File: config.mk
export PLATFORM = sky130hd
export DESIGN_NAME = btb_ctrl
export DESIGN_NICKNAME = d
export VERILOG_FILES = /design/src/rtl/btb_pkg.sv /design/src/rtl/btb_array.sv /design/src/rtl/btb_ctrl.sv
export SDC_FILE = /design/constraint.sdc
export NUM_CORES = 2
export LEC_CHECK = 0
export BUFFER_PORTS_ARGS = -buffer_cell sky130_fd_sc_hd__buf_2
export CAP_MARGIN = 20
export CORE_ASPECT_RATIO = 0.8
export CORE_MARGIN = 5
export CORE_UTILIZATION = 60
export CTS_BUF_LIST = sky130_fd_sc_hd__clkbuf_8
export CTS_CLUSTER_DIAMETER = 150
export DETAILED_ROUTE_END_ITERATION = 7
export PLACE_DENSITY = 0.74
export SLEW_MARGIN = 30
export SYNTH_ARGS = -nofsm -noshare
export SYNTH_HDL_FRONTEND = slang
export SYNTH_SLANG_ARGS = --single-unit
File: constraint.sdc
create_clock -name clk -period 5.7 [get_ports clk]
set_input_delay 1.425 -clock clk [delete_from_list [all_inputs] [get_ports clk]]
set_output_delay 1.425 -clock clk [all_outputs]
set_load 0.02 [all_outputs]
File: src/rtl/btb_pkg.sv
// btb_pkg -- shared constants, entry type and PC field helpers for the BTB.
//   INDEX_W : index width, index taken from pc[INDEX_W+1:2]
//   TAG_W   : tag width, tag taken from pc[INDEX_W+TAG_W+1:INDEX_W+2]
//   TGT_W   : stored target width, target[TGT_W+1:2]
//   btb_entry_t : {tag, target} as held in btb_array
package btb_pkg;

   localparam int INDEX_W = 7;
   localparam int TAG_W   = 6;
   localparam int TGT_W   = 14;

   typedef struct packed {
      logic [TAG_W-1:0] tag;
      logic [TGT_W-1:0] target;
   } btb_entry_t;

   function automatic logic [INDEX_W-1:0] pc_index(input logic [31:0] pc);
      return pc[INDEX_W+1:2];
   endfunction

   function automatic logic [TAG_W-1:0] pc_tag(input logic [31:0] pc);
      return pc[INDEX_W+TAG_W+1:INDEX_W+2];
   endfunction

   function automatic btb_entry_t make_entry(input logic [31:0] pc,
                                             input logic [31:0] target);
      btb_entry_t e;
      e.tag    = pc_tag(pc);
      e.target = target[TGT_W+1:2];
      return e;
   endfunction

endpackage

File: src/rtl/btb_array.sv
// btb_array -- simple dual-port storage for BTB entries, inferred block RAM.
//   wr_clk/wr_en/wr_addr/wr_data : write port
//   rd_clk/rd_en/rd_addr         : read port, registered read data on rd_data
// Contents are never initialised; validity is tracked by the controller.
// A read and write to the same address on the same edge returns old data.
module btb_array #(
   parameter int ADDR_W = 7,
   parameter int DATA_W = 20
) (
   input  logic              wr_clk,
   input  logic              wr_en,
   input  logic [ADDR_W-1:0] wr_addr,
   input  logic [DATA_W-1:0] wr_data,
   input  logic              rd_clk,
   input  logic              rd_en,
   input  logic [ADDR_W-1:0] rd_addr,
   output logic [DATA_W-1:0] rd_data
);

   logic [DATA_W-1:0] mem [1<<ADDR_W];
   logic [DATA_W-1:0] rd_data_reg;

   always_ff @(posedge wr_clk) begin
      if (wr_en) begin
         mem[wr_addr] <= wr_data;
      end
   end

   always_ff @(posedge rd_clk) begin
      if (rd_en) begin
         rd_data_reg <= mem[rd_addr];
      end
   end

   assign rd_data = rd_data_reg;

endmodule

File: src/rtl/btb_ctrl.sv
// btb_ctrl -- branch target buffer controller.
//   clk, rst_n           : clock, asynchronous active-low reset
//   lk_valid, lk_pc      : lookup request
//   rsp_valid/hit/target : lookup response, one cycle after the request
//   upd_valid, upd_inval : update / invalidate request, upd_pc, upd_target
//   flush                : clear every valid bit
//   hit_cnt, miss_cnt    : saturating response counters
// Updates pass through one write-stage register before reaching the array,
// so array write timing never depends on lookup traffic. Valid bits live
// here and take effect immediately; the entry data is forwarded from the
// update port (same cycle) or from the write stage (one cycle later) until
// the array read can see it.
module btb_ctrl #(
   parameter int INDEX_W = btb_pkg::INDEX_W,
   parameter int TAG_W   = btb_pkg::TAG_W,
   parameter int TGT_W   = btb_pkg::TGT_W
) (
   input  logic        clk,
   input  logic        rst_n,
   input  logic        lk_valid,
   input  logic [31:0] lk_pc,
   output logic        rsp_valid,
   output logic        rsp_hit,
   output logic [31:0] rsp_target,
   input  logic        upd_valid,
   input  logic        upd_inval,
   input  logic [31:0] upd_pc,
   input  logic [31:0] upd_target,
   input  logic        flush,
   output logic [31:0] hit_cnt,
   output logic [31:0] miss_cnt
);

   import btb_pkg::*;

   localparam int DEPTH   = 1 << INDEX_W;
   localparam int ENTRY_W = TAG_W + TGT_W;

   logic [INDEX_W-1:0] lk_idx;
   logic [INDEX_W-1:0] upd_idx;
   btb_entry_t         upd_entry;
   logic [DEPTH-1:0]   valid_reg;

   // write stage
   logic               wr_en_reg;
   logic [INDEX_W-1:0] wr_idx_reg;
   btb_entry_t         wr_entry_reg;

   // lookup-side forwarding decision, computed in the request cycle
   logic               lk_hit_valid;
   logic               lk_fwd_sel;
   btb_entry_t         lk_fwd_entry;

   // response stage
   logic               rsp_valid_reg;
   logic [31:0]        lk_pc_reg;
   logic               hit_valid_reg;
   logic               fwd_sel_reg;
   btb_entry_t         fwd_entry_reg;
   logic [ENTRY_W-1:0] rd_data;
   btb_entry_t         rd_entry;
   btb_entry_t         resp_entry;

   logic [31:0]        hit_cnt_reg;
   logic [31:0]        miss_cnt_reg;

   // PC bits outside index/tag and target bits outside the stored field
   logic unused_bits;
   assign unused_bits = ^{upd_pc[31:INDEX_W+TAG_W+2], upd_pc[1:0],
                          upd_target[31:TGT_W+2], upd_target[1:0]};

   assign lk_idx    = pc_index(lk_pc);
   assign upd_idx   = pc_index(upd_pc);
   assign upd_entry = make_entry(upd_pc, upd_target);

   // Per-entry valid flops: flush wins over any concurrent update.
   for (genvar gi = 0; gi < DEPTH; gi++) begin : g_valid
      always_ff @(posedge clk or negedge rst_n) begin
         if (!rst_n) begin
            valid_reg[gi] <= 1'b0;
         end else if (flush) begin
            valid_reg[gi] <= 1'b0;
         end else if (upd_valid && (upd_idx == INDEX_W'(gi))) begin
            valid_reg[gi] <= !upd_inval;
         end
      end
   end

   // Write stage: only real (non-invalidate, non-flushed) updates reach the array.
   always_ff @(posedge clk or negedge rst_n) begin
      if (!rst_n) begin
         wr_en_reg    <= 1'b0;
         wr_idx_reg   <= '0;
         wr_entry_reg <= '0;
      end else begin
         wr_en_reg    <= upd_valid && !upd_inval && !flush;
         wr_idx_reg   <= upd_idx;
         wr_entry_reg <= upd_entry;
      end
   end

   btb_array #(
      .ADDR_W (INDEX_W),
      .DATA_W (ENTRY_W)
   ) u_array (
      .wr_clk  (clk),
      .wr_en   (wr_en_reg),
      .wr_addr (wr_idx_reg),
      .wr_data (wr_entry_reg),
      .rd_clk  (clk),
      .rd_en   (lk_valid),
      .rd_addr (lk_idx),
      .rd_data (rd_data)
   );

   assign rd_entry = rd_data;

   // The array read issued this cycle cannot see a same-cycle update, nor
   // the write-stage entry being written on the same edge, so both are
   // captured here and override the array data in the response cycle.
   always_comb begin
      lk_fwd_sel   = 1'b0;
      lk_fwd_entry = upd_entry;
      lk_hit_valid = valid_reg[lk_idx];
      if (upd_valid && (upd_idx == lk_idx)) begin
         lk_fwd_sel   = 1'b1;
         lk_fwd_entry = upd_entry;
         lk_hit_valid = !upd_inval;
      end else if (wr_en_reg && (wr_idx_reg == lk_idx)) begin
         lk_fwd_sel   = 1'b1;
         lk_fwd_entry = wr_entry_reg;
      end
      if (flush) begin
         lk_hit_valid = 1'b0;
      end
   end

   always_ff @(posedge clk or negedge rst_n) begin
      if (!rst_n) begin
         rsp_valid_reg <= 1'b0;
         lk_pc_reg     <= '0;
         hit_valid_reg <= 1'b0;
         fwd_sel_reg   <= 1'b0;
         fwd_entry_reg <= '0;
      end else begin
         rsp_valid_reg <= lk_valid;
         if (lk_valid) begin
            lk_pc_reg     <= lk_pc;
            hit_valid_reg <= lk_hit_valid;
            fwd_sel_reg   <= lk_fwd_sel;
            fwd_entry_reg <= lk_fwd_entry;
         end
      end
   end

   assign resp_entry = fwd_sel_reg ? fwd_entry_reg : rd_entry;
   assign rsp_valid  = rsp_valid_reg;
   assign rsp_hit    = rsp_valid_reg && hit_valid_reg &&
                       (resp_entry.tag == pc_tag(lk_pc_reg));

   // Outputs read zero when no response is presented (including after reset).
   always_comb begin
      rsp_target = '0;
      if (rsp_valid_reg) begin
         if (rsp_hit) begin
            rsp_target = {lk_pc_reg[31:TGT_W+2], resp_entry.target, 2'b00};
         end else begin
            rsp_target = lk_pc_reg + 32'd4;
         end
      end
   end

   always_ff @(posedge clk or negedge rst_n) begin
      if (!rst_n) begin
         hit_cnt_reg  <= '0;
         miss_cnt_reg <= '0;
      end else if (rsp_valid_reg) begin
         if (rsp_hit) begin
            if (hit_cnt_reg != 32'hFFFF_FFFF) begin
               hit_cnt_reg <= hit_cnt_reg + 32'd1;
            end
         end else begin
            if (miss_cnt_reg != 32'hFFFF_FFFF) begin
               miss_cnt_reg <= miss_cnt_reg + 32'd1;
            end
         end
      end
   end

   assign hit_cnt  = hit_cnt_reg;
   assign miss_cnt = miss_cnt_reg;

endmodule

==> results.cfg <==
[clock_tree]
numCtsBuffers = 425
clock-root-buffer = clkbuf_8
tritoncts = built
cts_hold_buf = 0
clkLatencyLatePin_ps = 1090
cts_resized = 1
path_clk_slew_ps = 60
clock_sinks = 2855
h-tree-depth = 5
clock_path_buffers = 4
post_cts_buffers = 0

[logic_synthesis]
ys_seq_elements = 2855
synth_fp_nets = 5376
synth_edf_count = 2580
synthAdderAreaFrac_pct = 0.0335
yosys-mux-area-fraction_pct = 17.5
synth_xor_area_share_pct = 0.828
synth_area_um2 = 112000
synth_flop_cell = edfxtp_1
avgSynthCellArea_um2 = 21.3
async_reset_ff_share_pct = 9.63
synth_simple_gate_area_share_pct = 3.06
syn_inst = 5271
synth_compound_area_share_pct = 1.97
ys_seq_area_share_pct = 75.2
synth_top_family_by_area = multiplexers
yosysUniqueCellTypes = 59
ys_warn_count = 0

[layout]
final_core_util_pct = 67.6
drive_above_1_share_pct = 32.0
multi_input_area_um2 = 26900
syn2layout_area_growth_pct = 11.7
seq_area_um2 = 84400
final_cell_mix = edfxtp_1 (2,580), mux4_2 (831), clkbuf_8 (439)
final_area_um2 = 125000
fin_nets = 5901
largest_reg_flops = 2560
final_common_cell = edfxtp_1
fill_cells = 11397

[placement]
post-place-ws_ps = 872
dp.final_hpwl_um = 156000
gp_congestion = 0.865
numPortBuffers = 162
dpl_cell_area_um2 = 118000

[timing]
layout_min_cycle_time_ps = 5340
setup_viol = 0
fmax_ghz = 0.187
finClkSkew_ps = 58.0
tightest_slew_ps = 1100
setup_tns_ps = 0
rsz0062_at_grt = no
whs_ps = 374
relSlewSlack_pct = 26.6
fin_crit_sh_pct = 93.7
setup_slack_ps = 358
finalMaxSlewViolations = 0
finalHoldViolations = 0

[grt]
grt_max_degree = 114
gr-total-overflow = 0
grt_usage_pct = 28.0
grt_pass1_wl_um = 395000
antenna_found_initial = 9
grt_pass1_vias = 56881

[worst_setup_path]
crit_path_max_fanout = 23
cp_cell_sequence = mux2i_1, mux2i_1, and4_1, buf_4, nand2_1, clkinvlp_4, nor3b_1, o21bai_1, buf_2
cpMostUsedCell = mux2i_1
worst_path_dominant_cell_family = buffers and inverters
rr_startpoint = wr_idx_reg[4]
crit_path_max_incr_delay_ps = 570
end_kind = primary output
critPathLaunchType = register
reg2reg_slack_ps = 2200
required_ps = 4280
crit_buf_inv = 3
cp_slowest_cell = dfrtp_2
critPathLaunch = fwd_sel_reg
criticalPathCategory = register to primary output
crit_arrival_ps = 3920

[power]
power.net_switching_mw = 9.06
p_clk_share_pct = 37.2
power_density_nw_per_um2 = 322
pwr-share-seq_pct = 57.4
ir_drop_v = 0.000276
intPower_mw = 31.3
p_sw_share_pct = 22.5
p_leak_nw = 41.1
power_frac_comb_pct = 5.4

[routing]
wl_um = 273000
drcViolationCount = 0
dr.pass1.iters = 6
antenna_left = 0
vias = 57354
routed_via_density = 6.71
routedWlPerCell_um = 31.9
initialDrtViolationCount = 8093

[floorplan]
core-area_um2 = 185000
die_area_um2 = 196000
die_h_um = 397
start_util_pct = 60.5
die_w_um = 493
ioPinCount = 200
rows = 141

[flow_run]
drv_cap = 0

[min_path]
hold_class = primary input to asynchronous set/reset pin

[status]
status = complete, no violations
## layout make-up
class | instances | share of cell area, %
diodes | 17 | 0.0340
clock buffers | 439 | 4.82
clock inverters | 295 | 1.12
inverters | 16 | 0.0509
multi-input cells | 2071 | 21.4
flip-flops and latches | 2855 | 67.4
well taps | 2431 | 2.43
repair buffers | 427 | 2.69
## routing by layer
| metal | GRT usage, % | vias up | share of wire [%] |
|---|---|---|---|
| li1 | - | 23094 | - |
| met1 | 41.8 | 30088 | 39 |
| met2 | 41.5 | 3663 | 46 |
| met3 | 7.80 | 503 | 12 |
| met4 | 8.12 | 6 | 2.8 |
| met5 | 0.591 | - | 0.043 |
## metrics by stage
stage	power [mW]	instances
2_1_floorplan	24.9	5271
3_3_place_gp	25.7	7794
3_5_place_dp	25.8	7795
4_1_cts	40.5	8529
5_1_grt	41.7	8544
6_report	40.3	8551
## synthesized netlist by cell type, types with 9 or more instances
library cell | n | area [um2]
a2111oi_0 | 9 | 78.8
a21oi_1 | 139 | 696
and2_1 | 20 | 125
and3_1 | 27 | 169
and4_1 | 14 | 123
buf_1 | 40 | 150
buf_2 | 109 | 546
clkbuf_1 | 168 | 631
dfrtp_1 | 275 | 6880
edfxtp_1 | 2580 | 77500
inv_1 | 16 | 60.1
mux2_2 | 31 | 349
mux2i_1 | 58 | 581
mux4_2 | 831 | 18700
nand2_1 | 96 | 360
nand2b_1 | 9 | 56.3
nand3_1 | 57 | 285
nand4_1 | 34 | 213
nor2_1 | 184 | 691
nor2b_1 | 22 | 138
nor3_1 | 14 | 70.1
nor4_1 | 27 | 169
o21ai_0 | 123 | 616
o22ai_1 | 82 | 513
or3_1 | 118 | 738
xnor2_1 | 63 | 552
xor2_1 | 43 | 377
## worst paths after layout
path / endpoint / cells past startpoint
min in group clk: hit_cnt[7] / 1
hold reg to reg: hit_cnt[7] / 1
setup / recovery: rsp_target[2] / 9
setup reg to reg: u_array.mem[115][17] / 5
hold / removal: miss_cnt[31] / 1
max in group asynchronous: valid_reg[6] / 2
## logic make-up after synthesis
| group | after synthesis |
|---|---|
| xor gates and xnor gates | 106 |
| adders and majority gates | 3 |
| AOI/OAI and AO/OA | 383 |
| muxes | 921 |
| DFF | 2855 |
| buffers and inverters | 345 |
| and+or+nand+nor | 658 |
## power by group through the flow
stage / Clock, mW / Sequential [mW] / Combinational, mW
2_1_floorplan: 0 / 23.6 / 1.23
3_5_place_dp: 0 / 23.6 / 2.18
5_1_grt: 16.3 / 23.2 / 2.31
6_report: 15.0 / 23.2 / 2.19
3_3_place_gp: 0 / 23.6 / 2.14
4_1_cts: 15.2 / 23.2 / 2.18
No activity file was read; power rests on OpenSTA's default activity.
